**src/rtl/mem_arbiter.sv**
```systemverilog
// mem_arbiter: shares one cs/ack memory port between an instruction-fetch
// requester and a load/store requester. Each access runs IDLE -> GRANT ->
// RELEASE. A watchdog aborts accesses that the memory never acknowledges.
module mem_arbiter #(
  parameter int PRIORITY_MODE = 0,   // 0 = round-robin, 1 = data port wins ties
  parameter int TIMEOUT       = 15   // GRANT cycles without mem_ack before abort (2..255)
) (
  input  logic        clock,
  input  logic        cpu_rst,
  input  logic        i_cs,
  input  logic [31:0] i_addr,
  output logic        i_ack,
  output logic [31:0] i_rdata,
  input  logic        d_cs,
  input  logic        d_we,
  input  logic [31:0] d_addr,
  input  logic [31:0] d_wdata,
  output logic        d_ack,
  output logic [31:0] d_rdata,
  output logic        mem_cs,
  output logic        mem_we,
  output logic [31:0] mem_addr,
  output logic [31:0] mem_wdata,
  input  logic        mem_ack,
  input  logic [31:0] mem_rdata,
  output logic        bus_err
);

  typedef enum logic [1:0] {
    IDLE    = 2'd0,
    GRANT   = 2'd1,
    RELEASE = 2'd2
  } state_t;

  // Watchdog value at which the next un-acked GRANT cycle aborts.
  localparam logic [7:0]  WDOG_LAST  = 8'(TIMEOUT - 1);
  localparam logic [31:0] ABORT_DATA = 32'hDEAD_BEEF;

  state_t     state, state_nx;
  logic       gnt_d;     // owner of the current access: 1 = data port
  logic       last_d;    // last normally-completed winner: 1 = data port
  logic [7:0] wdog;

  // Strobes from the FSM to the datapath registers.
  logic take;            // grant issued this cycle
  logic take_d;          // grant goes to the data port
  logic done;            // memory acknowledged the access
  logic abort;           // watchdog expired

  // State register; an asserted reset abandons any access in flight.
  always_ff @(posedge clock or posedge cpu_rst) begin
    if (cpu_rst) state <= IDLE;
    else         state <= state_nx;
  end

  // Next-state logic, arbitration decision and completion strobes.
  always_comb begin
    // NOTE: every output of this block gets a default first so no path leaves
    // a signal unassigned, which would otherwise infer a latch.
    state_nx = state;
    take     = 1'b0;
    take_d   = 1'b0;
    done     = 1'b0;
    abort    = 1'b0;
    case (state)
      IDLE: begin
        if (i_cs || d_cs) begin
          take     = 1'b1;
          state_nx = GRANT;
          if (d_cs && !i_cs)     take_d = 1'b1;
          else if (d_cs && i_cs) take_d = (PRIORITY_MODE == 1) ? 1'b1 : !last_d;
        end
      end
      GRANT: begin
        if (mem_ack) begin
          done     = 1'b1;
          state_nx = RELEASE;
        end else if (wdog == WDOG_LAST) begin
          abort    = 1'b1;
          state_nx = RELEASE;
        end
      end
      RELEASE: begin
        // Hold off new grants until the memory has dropped its ack.
        if (!mem_ack) state_nx = IDLE;
      end
      default: state_nx = IDLE;
    endcase
  end

  // Memory-side registers, watchdog, owner tracking and requester responses.
  always_ff @(posedge clock or posedge cpu_rst) begin
    // NOTE: sequential state uses non-blocking assignments so every register
    // samples pre-edge values regardless of statement order.
    if (cpu_rst) begin
      // NOTE: the read-data holding registers are plain flops, so they are
      // reset along with the control state to give defined outputs.
      mem_cs    <= 1'b0;
      mem_we    <= 1'b0;
      mem_addr  <= '0;
      mem_wdata <= '0;
      gnt_d     <= 1'b0;
      last_d    <= 1'b0;
      wdog      <= '0;
      i_ack     <= 1'b0;
      d_ack     <= 1'b0;
      bus_err   <= 1'b0;
      i_rdata   <= '0;
      d_rdata   <= '0;
    end else begin
      i_ack   <= 1'b0;
      d_ack   <= 1'b0;
      bus_err <= 1'b0;

      if (take) begin
        gnt_d     <= take_d;
        mem_addr  <= take_d ? d_addr : i_addr;
        mem_wdata <= d_wdata;
        mem_we    <= take_d & d_we;
        mem_cs    <= 1'b1;
        wdog      <= '0;
      end

      if (state == GRANT && !done && !abort) wdog <= wdog + 8'd1;

      if (done) begin
        if (gnt_d) begin
          d_rdata <= mem_rdata;
          d_ack   <= 1'b1;
        end else begin
          i_rdata <= mem_rdata;
          i_ack   <= 1'b1;
        end
        mem_cs <= 1'b0;
        mem_we <= 1'b0;
        last_d <= gnt_d;
      end

      if (abort) begin
        if (gnt_d) begin
          d_rdata <= ABORT_DATA;
          d_ack   <= 1'b1;
        end else begin
          i_rdata <= ABORT_DATA;
          i_ack   <= 1'b1;
        end
        bus_err <= 1'b1;
        mem_cs  <= 1'b0;
        mem_we  <= 1'b0;
      end
    end
  end

endmodule
```
**config.mk**
```make
export PLATFORM = sky130hd
export DESIGN_NAME = mem_arbiter
export DESIGN_NICKNAME = d
export VERILOG_FILES = /design/src/rtl/mem_arbiter.sv
export SDC_FILE = /design/constraint.sdc
export NUM_CORES = 1
export LEC_CHECK = 0
export CAP_MARGIN = 15
export CORE_MARGIN = 4
export CORE_UTILIZATION = 38
export DETAILED_ROUTE_END_ITERATION = 16
export GPL_TIMING_DRIVEN = 0
export PLACE_DENSITY_LB_ADDON = 0.15
export SLEW_MARGIN = 15
export SYNTH_ARGS = -nofsm -noshare
export SYNTH_HDL_FRONTEND = slang
export SYNTH_SLANG_ARGS = --single-unit
```
**constraint.sdc**
```tcl
create_clock -name clock -period 4.6 [get_ports clock]
set_input_delay 0.46 -clock clock [delete_from_list [all_inputs] [get_ports clock]]
set_output_delay 0.46 -clock clock [all_outputs]
set_load 0.05 [all_outputs]
```
==> results by group <==
Synthesis
  – Synth warn: 0
  – Synth Register Bits: 145
  – Synthesized area: 6000 um^2
  – Synth async-reset ratio: 100%
  – Ranking of synthesized cells by area: dfrtp_1 (61%), nand2_1 (9.2%), mux2i_1 (5.3%)
  – Syn Inst Count: 533
  – Syn_area_per_cell: 11.2 um^2
  – EDFF count, synth: 0
  – Register area share after synthesis: 60.5%
  – Synth top area share: 60.5%
  – Largest area contributor in the netlist: dfrtp_1
  – Primary FF master, synth: dfrtp_1
  – Synthesized net count: 669
  – Yosys cell types: 41

Power
  – Sequential power share: 25.9%
  – Peak supply drop: 0.533 mV
  – Pleak: 0.00425 uW
  – Int Pwr: 4500 uW
  – Power per cell area: 888 nW/um^2
  – Psw: 4050 uW
  – Logic pwr share: 56.0%
  – Net Sw Frac: 47.4%
  – Clk pwr share: 18.1%

CTS
  – CTS Root Cell: clkbuf_16
  – Worst skew pair latency: 0.41 ns
  – CTS H-Tree Depth: 4
  – Clock-pin slew of the registers on the worst-case setup and hold paths: 0.06 ns
  – PostCTS Resize Cnt: 0
  – TritonCTS clock tree: yes
  – Clk buf depth: 2
  – Setup repair bufs after CTS: 0
  – Hold_buf cts: 0
  – Sink Count: 145
  – Total CTS buffers: 17

Min path
  – Hold Path Class: in -> async

Floorplan
  – # IOs: 267
  – Core Rows: 45
  – Die Ht: 134 um
  – Initial Util: 39.2%
  – Core area: 15,300 um^2
  – Die X: 134 um
  – Die area: 17,900 um^2

STA
  – Period minus WS final: 2.36 ns
  – Final Hold Vio Count: 0
  – RSZ-0062 raised after global routing: false
  – Setup ws final: 2.24 ns
  – Slew HR: 44.5%
  – Tcrit/Tclk final: 51.4%
  – # setup viols final: 0
  – Worst-Margin Slew: 0.832 ns
  – Fin Clk Skew: 0.00699 ns
  – WHS: 0.469 ns
  – Max Freq: 423 MHz
  – Pins Over Slew Limit: 0

Global route
  – First-pass GRT wire length: 29,400 um
  – Total GRT Usage: 20.7%
  – Vias in the first global route: 5,558
  – Initial antenna violation count: 0
  – Pin count of the biggest net entering global routing: 81
  – Gr ovfl total: 0

Setup path
  – Critical path class: reg -> reg
  – Flop2flop setup slack: 2.24 ns
  – Setup crit end kind: flop
  – Worst reg2reg path depth: 8
  – Crit start category: flop
  – Critical Path RT: 4.93 ns
  – Crit-path max FO: 10
  – Crit Reg-Reg Startpoint: wdog[0]$_DFFE_PP0P_
  – Arrival time worst endpoint: 2.69 ns

Final layout
  – Syn-to-layout area delta: 60.6%
  – Register area: 3630 um^2
  – Area of the multi-input gates: 2140 um^2
  – Commonest cells after routing, fill and taps aside: clkdlybuf4s50_1 (266), nand2_1 (147), dfrtp_1 (145)
  – Fin nets: 955
  – Final core occ: 62.9%
  – Most common cell after layout, fill and taps aside: clkdlybuf4s50_1
  – Fillers: 1,294
  – ANT cells: 0
  – Share of cells above drive strength 1: 8.41%

Routing
  – Final ANT Viol Nets: 0
  – Routed wire length: 18,300 um
  – Drt initial violations: 327
  – Pre-Repair DR Iteration Count: 4
  – Wire per inst: 17.6 um
  – DR vias: 5,168
  – # DRC: 0
  – Via density: 4.95

Placement
  – IO Port Bufs: 266
  – Gpl congestion: 0.831
  – DPL Wire Length: 13,900 um
  – Post-Place Setup Slack: 1.88 ns

Outcome
  – Status: finished clean

Job
  – Maxcap violations: 0
## through the flow
step,cell area [um^2],power [uW],setup TNS (ns),std cells
detailed placement,8960,7050,0,1011
global placement,8920,6950,-229.28,1010
CTS,9630,8630,0,1043
floorplan,6000,5330,0,533
finish,9630,8550,0,1043
global route,9630,8980,0,1043
## power by group through the flow
| stage | combinational (uW) | clock [uW] | sequential (uW) |
|---|---|---|---|
| global placement | 4750 | 0 | 2200 |
| global route | 5050 | 1640 | 2290 |
| CTS | 4840 | 1570 | 2220 |
| finish | 4790 | 1550 | 2210 |
| floorplan | 1170 | 0 | 4150 |
| detailed placement | 4820 | 0 | 2230 |
## critical path, stage by stage, from the launching register on
cell       delay [ns]
dfrtp_1          0.43
inv_1            0.08
ha_1             0.13
or4b_1           0.52
o41ai_4          0.44
nand2_4          0.17
clkinv_2         0.17
buf_8            0.17
a2bb2oi_1        0.18
## cell usage after synthesis, types with 2 or more instances
library cell    n
nand3_1         8
a32o_1          8
o31ai_1         4
mux2i_1        32
dfrtp_1       145
inv_1           5
buf_6           2
or3_1           3
o211ai_1        4
o2bb2ai_1       8
nor2_1         27
o32a_1         14
buf_2           3
ha_1            2
o21ai_0        35
a2bb2oi_2      13
nand2_1       147
o32a_2         10
buf_8           3
buf_1           3
clkbuf_1       27
a2bb2oi_1      11
## metal layers
| metal | GRT usage (%) | vias up | wire [um] |
|---|---|---|---|
| met4 | 5.09 | 0 | 217 |
| met5 | 0 | - | 0 |
| li1 | - | 2434 | - |
| met3 | 8.19 | 15 | 1530 |
| met1 | 25.4 | 2548 | 7480 |
| met2 | 34.5 | 171 | 9100 |
## how the worst max path moves through the flow
stage                   startpoint                          to  slack [ns]  depth (start not counted)
2_1_floorplan              cpu_rst  asynchronous set/reset pin        0.25                          1
3_3_place_gp               cpu_rst  asynchronous set/reset pin       -1.59                          2
3_5_place_dp               mem_ack                        flop        1.88                          7
4_1_cts        wdog[0]$_DFFE_PP0P_                        flop        2.21                          8
5_1_grt        wdog[0]$_DFFE_PP0P_                        flop        2.06                          8
6_report       wdog[0]$_DFFE_PP0P_                        flop        2.24                          8
## layout make-up
type | instances | area share, %
Tap cell | 211 | 2.74
Inverter | 7 | 0.416
Multi-Input combinational cell | 343 | 22.2
Sequential cell | 145 | 37.7
Clock buffer | 20 | 4.85
Buffer | 38 | 2.03
Timing Repair Buffer | 267 | 27.9
Clock inverter | 12 | 2.12
## cells by family (layout without fill, tap and decap cells)
group / Yosys count / count (layout) / synth area share (%)
AOI/OAI and AO/OA: 113 / 113 / 16.5
xor gates and xnor gates: 1 / 1 / 0.146
adders and majority gates: 2 / 2 / 0.417
buffers and inverters: 45 / 344 / 3.80
DFF: 145 / 145 / 60.5
muxes: 32 / 32 / 5.34
and+or+nand+nor: 195 / 195 / 13.3
(Power assumes the default switching activity.)
